## src/rtl/led_sel_ctrl_if.sv

```systemverilog
// Event/display bundle between the seller front panel logic and the
// LED mode sequencer. The master side delivers single-cycle event
// pulses; the slave side (the sequencer) returns the registered mode
// select code plus mode/busy status.
interface led_sel_ctrl_if;
  logic [3:0] key;
  logic       done;
  logic       err;
  logic [7:0] sel_n;
  logic [2:0] mode;
  logic       busy;

  modport master (
    output key,
    output done,
    output err,
    input  sel_n,
    input  mode,
    input  busy
  );

  modport slave (
    input  key,
    input  done,
    input  err,
    output sel_n,
    output mode,
    output busy
  );
endinterface

```

## src/rtl/led_sel_ctrl.sv

```systemverilog
// LED mode sequencer: turns single-cycle key/done/err pulses into timed
// display modes (idle, item 1-4, dispense flash, error pulse) and drives
// the active-low one-hot select bus of the LED multiplexer. Every mode
// except idle is closed by a shared down-counting timer.
module led_sel_ctrl #(
  parameter int HOLD_CYC  = 50_000_000,
  parameter int FLASH_CYC = 25_000_000,
  parameter int PULSE_CYC = 12_500_000,
  parameter int CNT_W     = 26
) (
  input  logic           clk,
  input  logic           rst,
  led_sel_ctrl_if.slave  bus
);

  // State encoding doubles as the externally visible mode number.
  typedef enum logic [2:0] {
    ST_IDLE  = 3'd0,
    ST_ITEM1 = 3'd1,
    ST_ITEM2 = 3'd2,
    ST_ITEM3 = 3'd3,
    ST_ITEM4 = 3'd4,
    ST_FLASH = 3'd5,
    ST_PULSE = 3'd6
  } state_t;

  // Timer load values: a mode lasting N cycles counts N-1 down to 0.
  localparam logic [CNT_W-1:0] HOLD_LD  = CNT_W'(HOLD_CYC - 1);
  localparam logic [CNT_W-1:0] FLASH_LD = CNT_W'(FLASH_CYC - 1);
  localparam logic [CNT_W-1:0] PULSE_LD = CNT_W'(PULSE_CYC - 1);

  state_t           state_q;
  state_t           state_d;
  logic [CNT_W-1:0] count_q;
  logic [CNT_W-1:0] count_d;
  logic [7:0]       sel_n_q;
  logic [2:0]       mode_q;
  logic             busy_q;
  logic             key_any;
  logic             timeout;

  // Lowest set key bit wins; the caller guarantees at least one bit set.
  function automatic state_t item_of(input logic [3:0] k);
    state_t s;
    if (k[0])      s = ST_ITEM1;
    else if (k[1]) s = ST_ITEM2;
    else if (k[2]) s = ST_ITEM3;
    else           s = ST_ITEM4;
    return s;
  endfunction

  // Fixed multiplexer codes; bit 7 stays 0 because the mux compares
  // against zero-extended 7-bit values.
  function automatic logic [7:0] sel_code(input state_t s);
    logic [7:0] c;
    case (s)
      ST_IDLE:  c = 8'h3F;
      ST_ITEM1: c = 8'h5F;
      ST_ITEM2: c = 8'h6F;
      ST_ITEM3: c = 8'h77;
      ST_ITEM4: c = 8'h7B;
      ST_FLASH: c = 8'h7D;
      ST_PULSE: c = 8'h7E;
      default:  c = 8'h3F;
    endcase
    return c;
  endfunction

  assign key_any = |bus.key;
  assign timeout = (count_q == '0);

  // Next-state and timer logic, priority err > done > key > timeout.
  always_comb begin
    state_d = state_q;
    count_d = timeout ? count_q : count_q - 1'b1;

    case (state_q)
      ST_IDLE: begin
        count_d = '0;
        if (bus.err) begin
          state_d = ST_PULSE;
          count_d = PULSE_LD;
        end else if (key_any) begin
          state_d = item_of(bus.key);
          count_d = HOLD_LD;
        end
      end

      ST_ITEM1, ST_ITEM2, ST_ITEM3, ST_ITEM4: begin
        if (bus.err) begin
          state_d = ST_PULSE;
          count_d = PULSE_LD;
        end else if (bus.done) begin
          state_d = ST_FLASH;
          count_d = FLASH_LD;
        end else if (key_any) begin
          state_d = item_of(bus.key);
          count_d = HOLD_LD;
        end else if (timeout) begin
          state_d = ST_IDLE;
          count_d = '0;
        end
      end

      ST_FLASH: begin
        if (bus.err) begin
          state_d = ST_PULSE;
          count_d = PULSE_LD;
        end else if (timeout) begin
          state_d = ST_IDLE;
          count_d = '0;
        end
      end

      ST_PULSE: begin
        if (bus.err) begin
          count_d = PULSE_LD;
        end else if (timeout) begin
          state_d = ST_IDLE;
          count_d = '0;
        end
      end

      default: begin
        state_d = ST_IDLE;
        count_d = '0;
      end
    endcase
  end

  // State, timer and output registers; outputs are decoded from the
  // next state so they change on the same edge as the state itself.
  always_ff @(posedge clk) begin
    if (rst) begin
      state_q <= ST_IDLE;
      count_q <= '0;
      sel_n_q <= 8'h3F;
      mode_q  <= 3'd0;
      busy_q  <= 1'b0;
    end else begin
      state_q <= state_d;
      count_q <= count_d;
      sel_n_q <= sel_code(state_d);
      mode_q  <= state_d;
      busy_q  <= (state_d != ST_IDLE);
    end
  end

  assign bus.sel_n = sel_n_q;
  assign bus.mode  = mode_q;
  assign bus.busy  = busy_q;

endmodule

```

## src/flat_wrapper.sv

```systemverilog
// flat-port wrapper written by rule: the top's interface ports become plain ports
module led_sel_ctrl_flat 
#(
  parameter int HOLD_CYC  = 50_000_000,
  parameter int FLASH_CYC = 25_000_000,
  parameter int PULSE_CYC = 12_500_000,
  parameter int CNT_W     = 26
)
  (clk, rst, bus_key, bus_done, bus_err, bus_sel_n, bus_mode, bus_busy);
  led_sel_ctrl_if bus_i ();
  input  logic clk;
  input  logic rst;
  input wire logic [$bits(bus_i.key)-1:0] bus_key;
  input wire logic [$bits(bus_i.done)-1:0] bus_done;
  input wire logic [$bits(bus_i.err)-1:0] bus_err;
  output wire logic [$bits(bus_i.sel_n)-1:0] bus_sel_n;
  output wire logic [$bits(bus_i.mode)-1:0] bus_mode;
  output wire logic [$bits(bus_i.busy)-1:0] bus_busy;
  assign bus_i.key = bus_key;
  assign bus_i.done = bus_done;
  assign bus_i.err = bus_err;
  assign bus_sel_n = bus_i.sel_n;
  assign bus_mode = bus_i.mode;
  assign bus_busy = bus_i.busy;
  led_sel_ctrl #(.HOLD_CYC(HOLD_CYC), .FLASH_CYC(FLASH_CYC), .PULSE_CYC(PULSE_CYC), .CNT_W(CNT_W)) u_core (.clk(clk), .rst(rst), .bus(bus_i));
endmodule
```

## config.mk

```make
export PLATFORM = sky130hd
export DESIGN_NAME = led_sel_ctrl_flat
export DESIGN_NICKNAME = d
export VERILOG_FILES = /design/src/rtl/led_sel_ctrl_if.sv /design/src/rtl/led_sel_ctrl.sv /design/src/flat_wrapper.sv
export SDC_FILE = /design/constraint.sdc
export NUM_CORES = 1
export LEC_CHECK = 0
export BUFFER_PORTS_ARGS = -buffer_cell sky130_fd_sc_hd__buf_2
export CORE_ASPECT_RATIO = 0.7
export CORE_UTILIZATION = 57
export CTS_CLUSTER_DIAMETER = 30
export DETAILED_ROUTE_END_ITERATION = 10
export PLACE_DENSITY = 0.77
export SLEW_MARGIN = 20
export SYNTH_ARGS = -nofsm -noshare
export SYNTH_HDL_FRONTEND = slang
export SYNTH_SLANG_ARGS = --single-unit
```

## constraint.sdc

```tcl
create_clock -name clk -period 5.7 [get_ports clk]
set_clock_uncertainty 0.1 [all_clocks]
set_input_delay 1.14 -clock clk [delete_from_list [all_inputs] [get_ports clk]]
set_output_delay 1.14 -clock clk [all_outputs]
set_load 0.02 [all_outputs]
```

* Word level (Yosys, flattened, before mapping)
Cells that the tools add are included.
** Storage, ports and cells
- Flip-flop bits (word level) :: 38
- Input bits :: 8
- Output and inout port bits :: 12
** Operators by class
- $add $sub $neg :: 1
- Eq/ne operators :: 12
- Multiplexer cells :: 21
- Reductions and logical operators :: 6
** Operators by type and width (number)
- 2-to-1 mux 26 bit :: 7
- one-hot mux 26 bit (3 select lines) :: 1
- one-hot mux 7 bit (6 select lines) :: 1
- 2-to-1 mux 3 bit :: 11
- zero test 26 bit :: 1
- subtractor 26 x 1 -> 26 bit, second input constant :: 1
- equality test 3 bit, second input constant :: 6
- equality test 3 x 2 -> 1 bit, second input constant :: 4
- one-hot mux 3 bit (4 select lines) :: 1
- OR reduction 4 bit :: 2
- equality test 3 x 1 -> 1 bit, second input constant :: 2
- zero test 3 bit :: 1
- nonzero test 3 bit :: 1
- OR reduction 2 bit :: 1

* Logic depth before layout (Yosys ltp)
Gate-level depths: netlist (run 1).
- Depth after elaboration :: 9
- Mapped depth :: 9

* Worst setup path after synthesis (run 1)
Ideal clock, no wire load.
- Path kind :: input to register
- From :: input port bus_key[1]
- To :: register u_core.sel_n_q[5] (netlist: u_core.bus.sel_n[5])
- Library setup time :: 0.134 ns
- Data arrival time :: 2.848 ns
- Slack :: 2.618 ns
- Stages :: 7
- Path buffers :: 1
- Path through :: or4_1 buf_2 nor2_2 nand2_1 and3_4 o31a_1 or4b_1
** On the way
- Word-level cells in the longest chain between the ends :: 8
** RTL lines
- start: declaration :: RTL line flat_wrapper.sv:13 : input wire logic [$bits(bus_i.key)-1:0] bus_key;
- 2-to-1 mux 3 bit :: RTL line led_sel_ctrl.sv:46 : else if (k[1]) s = ST_ITEM2;
- 2-to-1 mux 3 bit :: RTL line led_sel_ctrl.sv:45 : if (k[0]) s = ST_ITEM1;
- 2-to-1 mux 3 bit :: RTL line led_sel_ctrl.sv:96 : end else if (key_any) begin
- 2-to-1 mux 3 bit :: RTL line led_sel_ctrl.sv:93 : end else if (bus.done) begin
- 2-to-1 mux 3 bit :: RTL line led_sel_ctrl.sv:90 : if (bus.err) begin
- one-hot mux 3 bit (4 select lines) (*) :: RTL line led_sel_ctrl.sv:77 : case (state_q)
- equality test 3 bit (tied with other cells) :: RTL line led_sel_ctrl.sv:56 : case (s)
- one-hot mux 7 bit (6 select lines) (*) :: RTL line led_sel_ctrl.sv:56
- end signal: assignment :: RTL line led_sel_ctrl.sv:143 : sel_n_q <= sel_code(state_d);
- end: declaration :: RTL line led_sel_ctrl.sv:36 : logic [7:0] sel_n_q;
Every way passes the cells marked *; elsewhere a longest branch is shown, timed or not.
A chain may end at the register's enable or synchronous reset.

* Final worst setup path (run 1)
Same ends and word-level chain as after synthesis.

==> results of run 1 <==
==> cells in the mapped netlist, types with 2 or more instances <==
cell / count
a21oi_1: 25
a221oi_1: 4
a31oi_1: 3
a32oi_1: 2
and2_1: 3
and3_1: 2
buf_2: 5
clkbuf_1: 8
dfxtp_1: 37
inv_1: 5
maj3_1: 2
mux2_1: 2
mux2i_1: 2
nand2_1: 27
nand2b_1: 3
nand3_1: 7
nand3b_1: 4
nand4_1: 3
nor2_1: 38
nor3_1: 7
nor3b_1: 2
nor4_1: 5
o211ai_1: 2
o21a_1: 4
o21ai_0: 8
o21bai_1: 2
o22ai_1: 3
o311a_1: 2
o31a_1: 3
o31ai_1: 4
or3_1: 7
or4b_1: 2
xnor2_1: 7
xor2_1: 11
==> worst min-delay path by stage <==
stage | start | cells after the start | slack [ns] | to
after floorplan | u_core.count_q[9]$_SDFF_PP0_ | 2 | 0.35 | u_core.count_q[9]$_SDFF_PP0_
after global placement | u_core.count_q[9]$_SDFF_PP0_ | 2 | 0.36 | u_core.count_q[9]$_SDFF_PP0_
after detailed placement | u_core.count_q[9]$_SDFF_PP0_ | 2 | 0.36 | u_core.count_q[9]$_SDFF_PP0_
after CTS | u_core.count_q[9]$_SDFF_PP0_ | 2 | 0.39 | u_core.count_q[9]$_SDFF_PP0_
after global routing | u_core.count_q[9]$_SDFF_PP0_ | 2 | 0.43 | u_core.count_q[9]$_SDFF_PP0_
final | u_core.count_q[9]$_SDFF_PP0_ | 2 | 0.38 | u_core.count_q[9]$_SDFF_PP0_
==> state kept, by name, summed over array words and instances, names as in the netlist <==
signal	cells
u_core.bus.busy	1
u_core.bus.sel_n	7
u_core.count_q	26
u_core.state_q	3
==> report_power, final <==
part	internal (mW)	total [mW]	switching (mW)
Sequential	0.280	0.308	0.0279
Combinational	0.0576	0.150	0.0919
Clock	0.0847	0.176	0.0915
==> stage by stage <==
| stage | power (mW) | cells | cell area, um^2 | hold slack, ns | setup WS [ns] |
|---|---|---|---|---|---|
| final | 0.634 | 336 | 2350 | 0.385 | 2.57 |
| after global placement | 0.456 | 328 | 2270 | 0.361 | 2.34 |
| after detailed placement | 0.458 | 328 | 2270 | 0.361 | 2.30 |
| after CTS | 0.632 | 336 | 2350 | 0.390 | 2.59 |
| after global routing | 0.664 | 336 | 2350 | 0.433 | 2.46 |
| after floorplan | 0.423 | 275 | 2190 | 0.348 | 2.62 |
==> worst min-delay path: cells and delay by family (launching register included) <==
| kind | cells | cell delay, ns |
|---|---|---|
| compound gates | 2 | 0.12 |
| flops | 1 | 0.32 |
==> cells by family after synthesis <==
group / after synthesis
AO/OA/AOI/OAI: 70
buffers and inverters: 20
multiplexers: 4
adder cells (fa/ha/maj): 3
AND/OR/NAND/NOR: 122
flip-flops: 37
XOR/XNOR: 18
other: 1
==> final cells by class <==
| cell class | count | area, um^2 |
|---|---|---|
| clock inverter | 2 | 10.0 |
| clock buffer | 6 | 72.6 |
| sequential | 37 | 741 |
| timing repair buffer | 18 | 90.1 |
| multi-input combinational | 218 | 1360 |
| tap | 50 | 62.6 |
| fill | 326 | 1250 |
| inverter | 5 | 18.8 |
==> layer usage <==
| layer | GRT usage | vias to the layer above | share of wire |
|---|---|---|---|
| met5 | 0 | - | 0 |
| met4 | 0.0577 | 0 | 0.0081 |
| met3 | 0.0661 | 7 | 0.086 |
| met2 | 0.415 | 88 | 0.39 |
| met1 | 0.430 | 956 | 0.52 |
| li1 | - | 1015 | - |
==> qor.csv, run 1 <==
metric,value,unit
grt-ovfl-total,0,
finalSetupTns,0,ns
hold_buffers,0,
cts_buffers,5,
fmax,319,MHz
worst_setup_path_start_kind,input port,
initial_core_util,0.607,
ys_async_sr_fraction,0,
final_max_slew_viol_count,0,
layout_common_cells,"nor2_1 (38), dfxtp_1 (37), nand2_1 (27), a21oi_1 (25), buf_2 (18)",
yosys.area_share.xor_xnor,0.0720,
first_iter_violations,279,
worstPathArrival,3.20,ns
first_pass_iters,6,
slowest_stage,or4_1,
via_per_inst,6.15,
htreeDepth,2,
grt_first_pass_wirelength,8910,um
endpoint,u_core.bus.sel_n[5]$_SDFF_PP1_,
postSynthCellCount,275,
cp_num_cells,7,
antenna_left,0,
cts.sinks,37,
io_buffer_count,18,
cpLargestDelayFamily,simple AND/OR/NAND/NOR gates,
routed_wl,5450,um
status,finished clean,
max-clock-path-buffers,2,
synth_cell_types,58,
crit_type,input port to register,
synth_seq_cells,37,
hold_path.class,register to register,
die_w,76.1,um
ys_top_cells_by_area,"dfxtp_1 (34%), nor2_1 (6.5%), a21oi_1 (5.7%)",
relSlewSlack,0.268,
worstReg2RegStart,u_core.count_q[0]$_SDFF_PP0_,
grt_use_total,0.287,
postCtsSetupBuffers,0,
post_cts_resized,0,
wl_per_cell,16.2,um
grt_antenna_before_repair,0,
synth_top_flop_cell,dfxtp_1,
dieArea,4090,um^2
leakage,0.887,nW
required,5.77,ns
final_nets,294,
synth_edf_count,0,
ys_seq_area_frac,0.338,
crit_chain,"buf_2, or4_1, nor2_2, o21ai_2, and3_4, o31a_1, or4b_1",
vias,2066,
crit_buf_inv,1,
worst_slew_pin_slew,1.09,ns
finalHoldViolCount,0,
reg2reg_depth,7,
peakVddDrop,0.000199,V
synth_area_leader_cell,dfxtp_1,
clk_latency,0.29,ns
drcViolationCount,0,
antenna_cells,0,
rows,18,
end_kind,register,
netlist_area,2190,um^2
cts_tree,yes,
ff2ff_setup_slack,2.68,ns
synth_top_family_by_area,simple AND/OR/NAND/NOR gates,
layout.cells.most_common,nor2_1,
crit_fanout,8,
chipHeight,53.8,um
syn_to_final_growth,7.38,%
synth.area.mux_share,0.0194,
io_pins,20,
synthSimpleGateAreaFrac,0.296,
synth_top_area_frac,0.338,
critical_path.startpoint,bus_key[1],
synth_compound_area_frac,0.215,
r2r-end,u_core.bus.sel_n[5]$_SDFF_PP1_,
clkTransAtPathRegs,0.07,ns
gp_congestion,0.912,
hpwl,4010,um
max_cap_violations,0,
grt_max_degree,26,
rsz0062_at_grt,no,
utilization,0.652,
powerDensity,270,nW/um^2
setup_violations,0,
core-area,3600,um^2
synth-adder-area-share,0.0149,
cts_root_buf,clkbuf_8,
max_stage_delay,0.71,ns
fin_crit_sh,0.550,
grt_pass1_vias,1783,
syn_nets,284,
layout-drive-gt1-share,0.126,
period_minus_slack,3.13,ns
synth.yosys.warnings,0,
syn_area_per_cell,7.96,um^2
Power figures use the tool's default switching activity.
==> run 2, diff against run 1 <==
--- a/config.mk
+++ b/config.mk
@@ -7,10 +7,10 @@
 export LEC_CHECK = 0
 export BUFFER_PORTS_ARGS = -buffer_cell sky130_fd_sc_hd__buf_2
 export CORE_ASPECT_RATIO = 0.7
-export CORE_UTILIZATION = 57
+export CORE_UTILIZATION = 53
 export CTS_CLUSTER_DIAMETER = 30
 export DETAILED_ROUTE_END_ITERATION = 10
-export PLACE_DENSITY = 0.77
+export PLACE_DENSITY = 0.75
 export SLEW_MARGIN = 20
 export SYNTH_ARGS = -nofsm -noshare
 export SYNTH_HDL_FRONTEND = slang
==> constraint.sdc (replaced) <==
create_clock -name clk -period 2.5 [get_ports clk]
set_clock_uncertainty 0.1 [all_clocks]
set_input_delay 0.5 -clock clk [delete_from_list [all_inputs] [get_ports clk]]
set_output_delay 0.5 -clock clk [all_outputs]
set_load 0.02 [all_outputs]
==> run 2 against run 1 <==
Combinational power grew to 3.0 times the previous value. Critical path depth is 1 lower. Power is 140% higher. Hold slack improved by 0.0028 ns. Largest power group unchanged. Via count up 9.6%. Die area increased by 7.3%. Critical path type is now register to register. First-iteration DRC count shrank 7.5%. Critical endpoint unchanged.
==> qor.csv, run 2 (synthesis gave the netlist of run 1 again) <==
metric,value,unit
first_pass_iters,5,
worst_slew_pin_slew,0.742,ns
htreeDepth,2,
crit_fanout,7,
leakage,1.06,nW
power.internal,1.02,mW
finalHoldViolCount,0,
via_per_inst,6.06,
slowest_stage,or4_4,
layout.cells.most_common,nor2_1,
max_stage_delay,0.56,ns
p_comb_frac,0.291,
hold_buffers,0,
vias,2265,
worstPathArrival,2.48,ns
peakVddDrop,0.000426,V
clockPowerShare,0.264,
period_minus_slack,2.41,ns
postCtsSetupBuffers,0,
first_iter_violations,258,
switching_share,0.328,
rows,19,
post_cts_resized,0,
relSlewSlack,0.505,
die_w,78.8,um
final_nets,330,
layout-drive-gt1-share,0.220,
initial_core_util,0.555,
hpwl,4590,um
grt_pass1_vias,1933,
cts.sinks,37,
max-clock-path-buffers,2,
fmax,415,MHz
wl_per_cell,16.0,um
seq_power_share,0.444,
crit_type,register to register,
antenna_left,0,
clk_latency,0.29,ns
drcViolationCount,0,
grt_max_degree,25,
multi_input_area,1370,um^2
dieArea,4390,um^2
cts_root_buf,clkbuf_8,
required,2.56,ns
rsz0062_at_grt,no,
regMostFlops,u_core.count_q,
p_sw,0.498,mW
syn_to_final_growth,20.4,%
core-area,3950,um^2
cts_tree,yes,
seqCellArea,741,um^2
end_kind,register,
largest_register_ffs,26,
worst_setup_path_start_kind,register,
fin_hold_ws,0.387,ns
power.total,1.52,mW
fill_cells,325,
grt_first_pass_wirelength,9670,um
routed_wl,6000,um
hold_path.class,register to register,
final_max_slew_viol_count,0,
setup_violations,0,
io_pins,20,
cts_buffers,5,
grt-ovfl-total,0,
crit_chain,"or4_4, nor3_4, nand4_4, a31oi_4, buf_4, or4b_1",
grt_antenna_before_repair,0,
powerDensity,577,nW/um^2
clkTransAtPathRegs,0.07,ns
gp_congestion,0.934,
chipHeight,55.8,um
io_buffer_count,18,
fin_crit_sh,0.965,
antenna_cells,0,
status,finished clean,
grt_use_total,0.290,
layout_common_cells,"nor2_1 (38), dfxtp_1 (37), buf_4 (36), nand2_1 (27), a21oi_1 (25)",
max_cap_violations,0,
-- run 2: cell count changes in the layout (fill, tap and decap cells not counted) --
cell,delta
nor4b_2,+1
nor4b_1,-1
buf_4,+36
a31oi_2,-1
clkbuf_1,+2
a31oi_4,+1
clkinv_2,-2
-- run 2: layout make-up --
cell class              count  area share
well taps                  52      0.0247
clock buffers               8      0.0304
inverters                   5     0.00712
flip-flops and latches     37       0.281
multi-input cells         218       0.520
repair buffers             54       0.137
-- run 2: critical path, delay by kind of cell, from the launching register on --
family | cells | cell delay (ns)
simple gates | 4 | 1.42
flops | 1 | 0.32
compound gates | 1 | 0.30
buf+inv | 1 | 0.16
-- run 2: stage by stage --
step / cell area (um^2) / setup TNS [ns] / std cells / setup slack, ns / utilization
finish: 2640 / 0 / 374 / 0.0880 / 0.668
global route: 2640 / 0 / 374 / 0.00816 / 0.668
CTS: 2620 / 0 / 374 / 0.0216 / 0.664
global placement: 2540 / -0.00562 / 366 / -0.00562 / 0.644
floorplan: 2190 / 0 / 275 / 0.0578 / -
detailed placement: 2540 / -0.0666 / 366 / -0.0365 / 0.644
-- run 2: metal layers --
layer,track usage,up-vias,share of wire
met5,0,-,0
met4,0.0741,0,0.014
met3,0.100,15,0.11
met2,0.371,130,0.38
met1,0.450,1037,0.50
li1,-,1083,-
-- run 2: power groups by stage --
stage	Combinational [mW]	Sequential (mW)	Clock, mW
after floorplan	0.260	0.704	0
after global placement	0.422	0.686	0
after detailed placement	0.427	0.687	0
after CTS	0.428	0.674	0.410
after global routing	0.477	0.682	0.439
final	0.443	0.675	0.402
-- run 2: path summary, 6_finish.rpt --
| check | startpoint | to | slack (ns) | cells past startpoint |
|---|---|---|---|---|
| min reg2reg | u_core.count_q[9]$_SDFF_PP0_ | u_core.count_q[9]$_SDFF_PP0_ | 0.39 | 2 |
| max reg2reg | u_core.count_q[21]$_SDFF_PP0_ | u_core.bus.sel_n[5]$_SDFF_PP1_ | 0.09 | 6 |
| min | u_core.count_q[9]$_SDFF_PP0_ | u_core.count_q[9]$_SDFF_PP0_ | 0.39 | 2 |
| max | u_core.count_q[21]$_SDFF_PP0_ | u_core.bus.sel_n[5]$_SDFF_PP1_ | 0.09 | 6 |
==> run 3, diff against run 2 <==
--- a/config.mk
+++ b/config.mk
@@ -7,10 +7,11 @@
 export LEC_CHECK = 0
 export BUFFER_PORTS_ARGS = -buffer_cell sky130_fd_sc_hd__buf_2
 export CORE_ASPECT_RATIO = 0.7
-export CORE_UTILIZATION = 53
+export CORE_UTILIZATION = 55
+export CTS_BUF_LIST = sky130_fd_sc_hd__clkbuf_2
 export CTS_CLUSTER_DIAMETER = 30
 export DETAILED_ROUTE_END_ITERATION = 10
-export PLACE_DENSITY = 0.75
+export PLACE_DENSITY = 0.78
 export SLEW_MARGIN = 20
 export SYNTH_ARGS = -nofsm -noshare
 export SYNTH_HDL_FRONTEND = slang
==> run 3 against run 2 <==
Largest cell class unchanged. Register-to-register slack about the same. Sequential cell count unchanged. Worst setup slack got worse by 0.0082 ns. Final cell count decreased by 0.80%. Critical path type unchanged. Hold slack got worse by 0.064 ns. Maximum frequency decreased by 0.34%. Critical path depth unchanged. Final area decreased by 1.4%. Via count increased by 2.7%. Wire length increased by 6.8%.
==> qor.csv, run 3 (synthesis gave the netlist of run 1 again) <==
metric,value,unit
end_kind,register,
chipHeight,54.8,um
multi_input_area,1380,um^2
relSlewSlack,0.498,
grt_max_degree,25,
cts_root_buf,clkbuf_2,
power.internal,0.880,mW
clk_latency,0.39,ns
clockPowerShare,0.183,
finalWorstSetupSlack,0.0797,ns
crit_fanout,5,
die_w,77.4,um
worstPathArrival,2.57,ns
vias,2326,
design_area,2600,um^2
largest_register_ffs,26,
dieArea,4240,um^2
cts_tree,yes,
powerDensity,530,nW/um^2
first_iter_violations,251,
max_stage_delay,0.56,ns
utilization,0.708,
htreeDepth,2,
via_per_inst,6.27,
seqCellArea,741,um^2
gp_congestion,0.961,
grt_pass1_vias,1918,
finalNonFillerCells,371,
antenna_cells,0,
leakage,1.05,nW
io_pins,20,
rows,18,
hold_depth,2,
required,2.65,ns
setup_violations,0,
switching_share,0.361,
grt_antenna_before_repair,0,
placedCellCount,362,
layout_common_cells,"nor2_1 (38), buf_4 (37), dfxtp_1 (37), nand2_1 (27), a21oi_1 (25)",
fill_cells,318,
fin_crit_sh,0.968,
crit_chain,"or4_4, nor3_4, nand4_4, and4_4, a21oi_4, or4b_1",
max_cap_violations,0,
status,finished clean,
grt_use_total,0.321,
worstReg2RegStart,u_core.count_q[21]$_SDFF_PP0_,
seq_power_share,0.497,
routed_wl,6410,um
cts.sinks,37,
rsz0062_at_grt,no,
p_comb_frac,0.320,
hpwl,4810,um
worst_slew_pin_slew,0.751,ns
holdCritStartpoint,rst,
grt_first_pass_wirelength,9940,um
antenna_left,0,
initial_core_util,0.596,
hold_path.class,input port to register,
crit_type,register to register,
critical_path.startpoint,u_core.count_q[21]$_SDFF_PP0_,
slowest_stage,or4_4,
layout.cells.most_common,nor2_1,
regMostFlops,u_core.count_q,
syn_to_final_growth,18.7,%
place_ws,-0.0851,ns
grt-ovfl-total,0,
max-clock-path-buffers,2,
peakVddDrop,0.000409,V
final_max_slew_viol_count,0,
core-area,3670,um^2
clkTransAtPathRegs,0.18,ns
finalHoldViolCount,0,
worst_setup_path_start_kind,register,
fmax,413,MHz
reg2reg_depth,6,
drcViolationCount,0,
first_pass_iters,5,
final_nets,331,
cts_buffers,5,
p_sw,0.497,mW
io_buffer_count,18,
layout-drive-gt1-share,0.231,
wl_per_cell,17.3,um
period_minus_slack,2.42,ns
post_dp_cell_area,2520,um^2
[run 3: changes by cell type in the layout (fill, tap and decap cells not counted), sizes merged]
cell,delta
buf,+1
clkbuf,-3
clkinv,+1
[run 3: worst paths after layout]
kind	end	slack (ns)
max reg2reg	u_core.bus.sel_n[4]$_SDFF_PP1_	0.08
min reg2reg	u_core.count_q[9]$_SDFF_PP0_	0.40
max	u_core.bus.sel_n[4]$_SDFF_PP1_	0.08
min	u_core.bus.sel_n[4]$_SDFF_PP1_	0.32
[run 3: layer usage]
metal	track usage	routed length, um	part of all wire
met1	0.457	2990	0.47
met2	0.448	2540	0.40
met3	0.0983	747	0.12
met4	0.123	131	0.020
met5	0	0	0
[run 3: timing repair]
action                                  4_1_cts  5_1_grt
hold buffers                                  0        0
endpoints found under the setup margin        1        4
pin swaps                                     2        3
hold endpoints to repair                      0        0
gates cloned                                  0        0
setup buffers                                 1        2
gates resized for setup                       1        2
[run 3: layout make-up]
| class | instances | share of cell area |
|---|---|---|
| clock buffer | 5 | 0.00963 |
| inverter | 5 | 0.00723 |
| tap | 50 | 0.0241 |
| multi-input combinational | 218 | 0.530 |
| clock inverter | 1 | 0.00193 |
| sequential | 37 | 0.285 |
| timing repair buffer | 55 | 0.142 |
[run 3: critical path, delay by kind of cell (launching register included)]
kind / cells / cell delay (ns)
AO/OA/AOI/OAI: 1 / 0.15
AND/OR/NAND/NOR: 5 / 1.69
flip-flops: 1 / 0.35
[run 3: metrics by stage]
step	hold WS, ns	power (mW)	setup TNS, ns
floorplan	0.348	0.963	0
global placement	0.369	1.10	-0.0675
detailed placement	0.367	1.11	-0.247
CTS	0.299	1.36	0
global route	0.308	1.45	0
finish	0.324	1.38	0
[run 3: power groups by stage]
stage / clock [mW] / sequential, mW / combinational [mW]
after floorplan: 0 / 0.704 / 0.260
after global placement: 0 / 0.692 / 0.408
after detailed placement: 0 / 0.694 / 0.416
after CTS: 0.251 / 0.682 / 0.423
after global routing: 0.283 / 0.690 / 0.478
final: 0.251 / 0.685 / 0.441
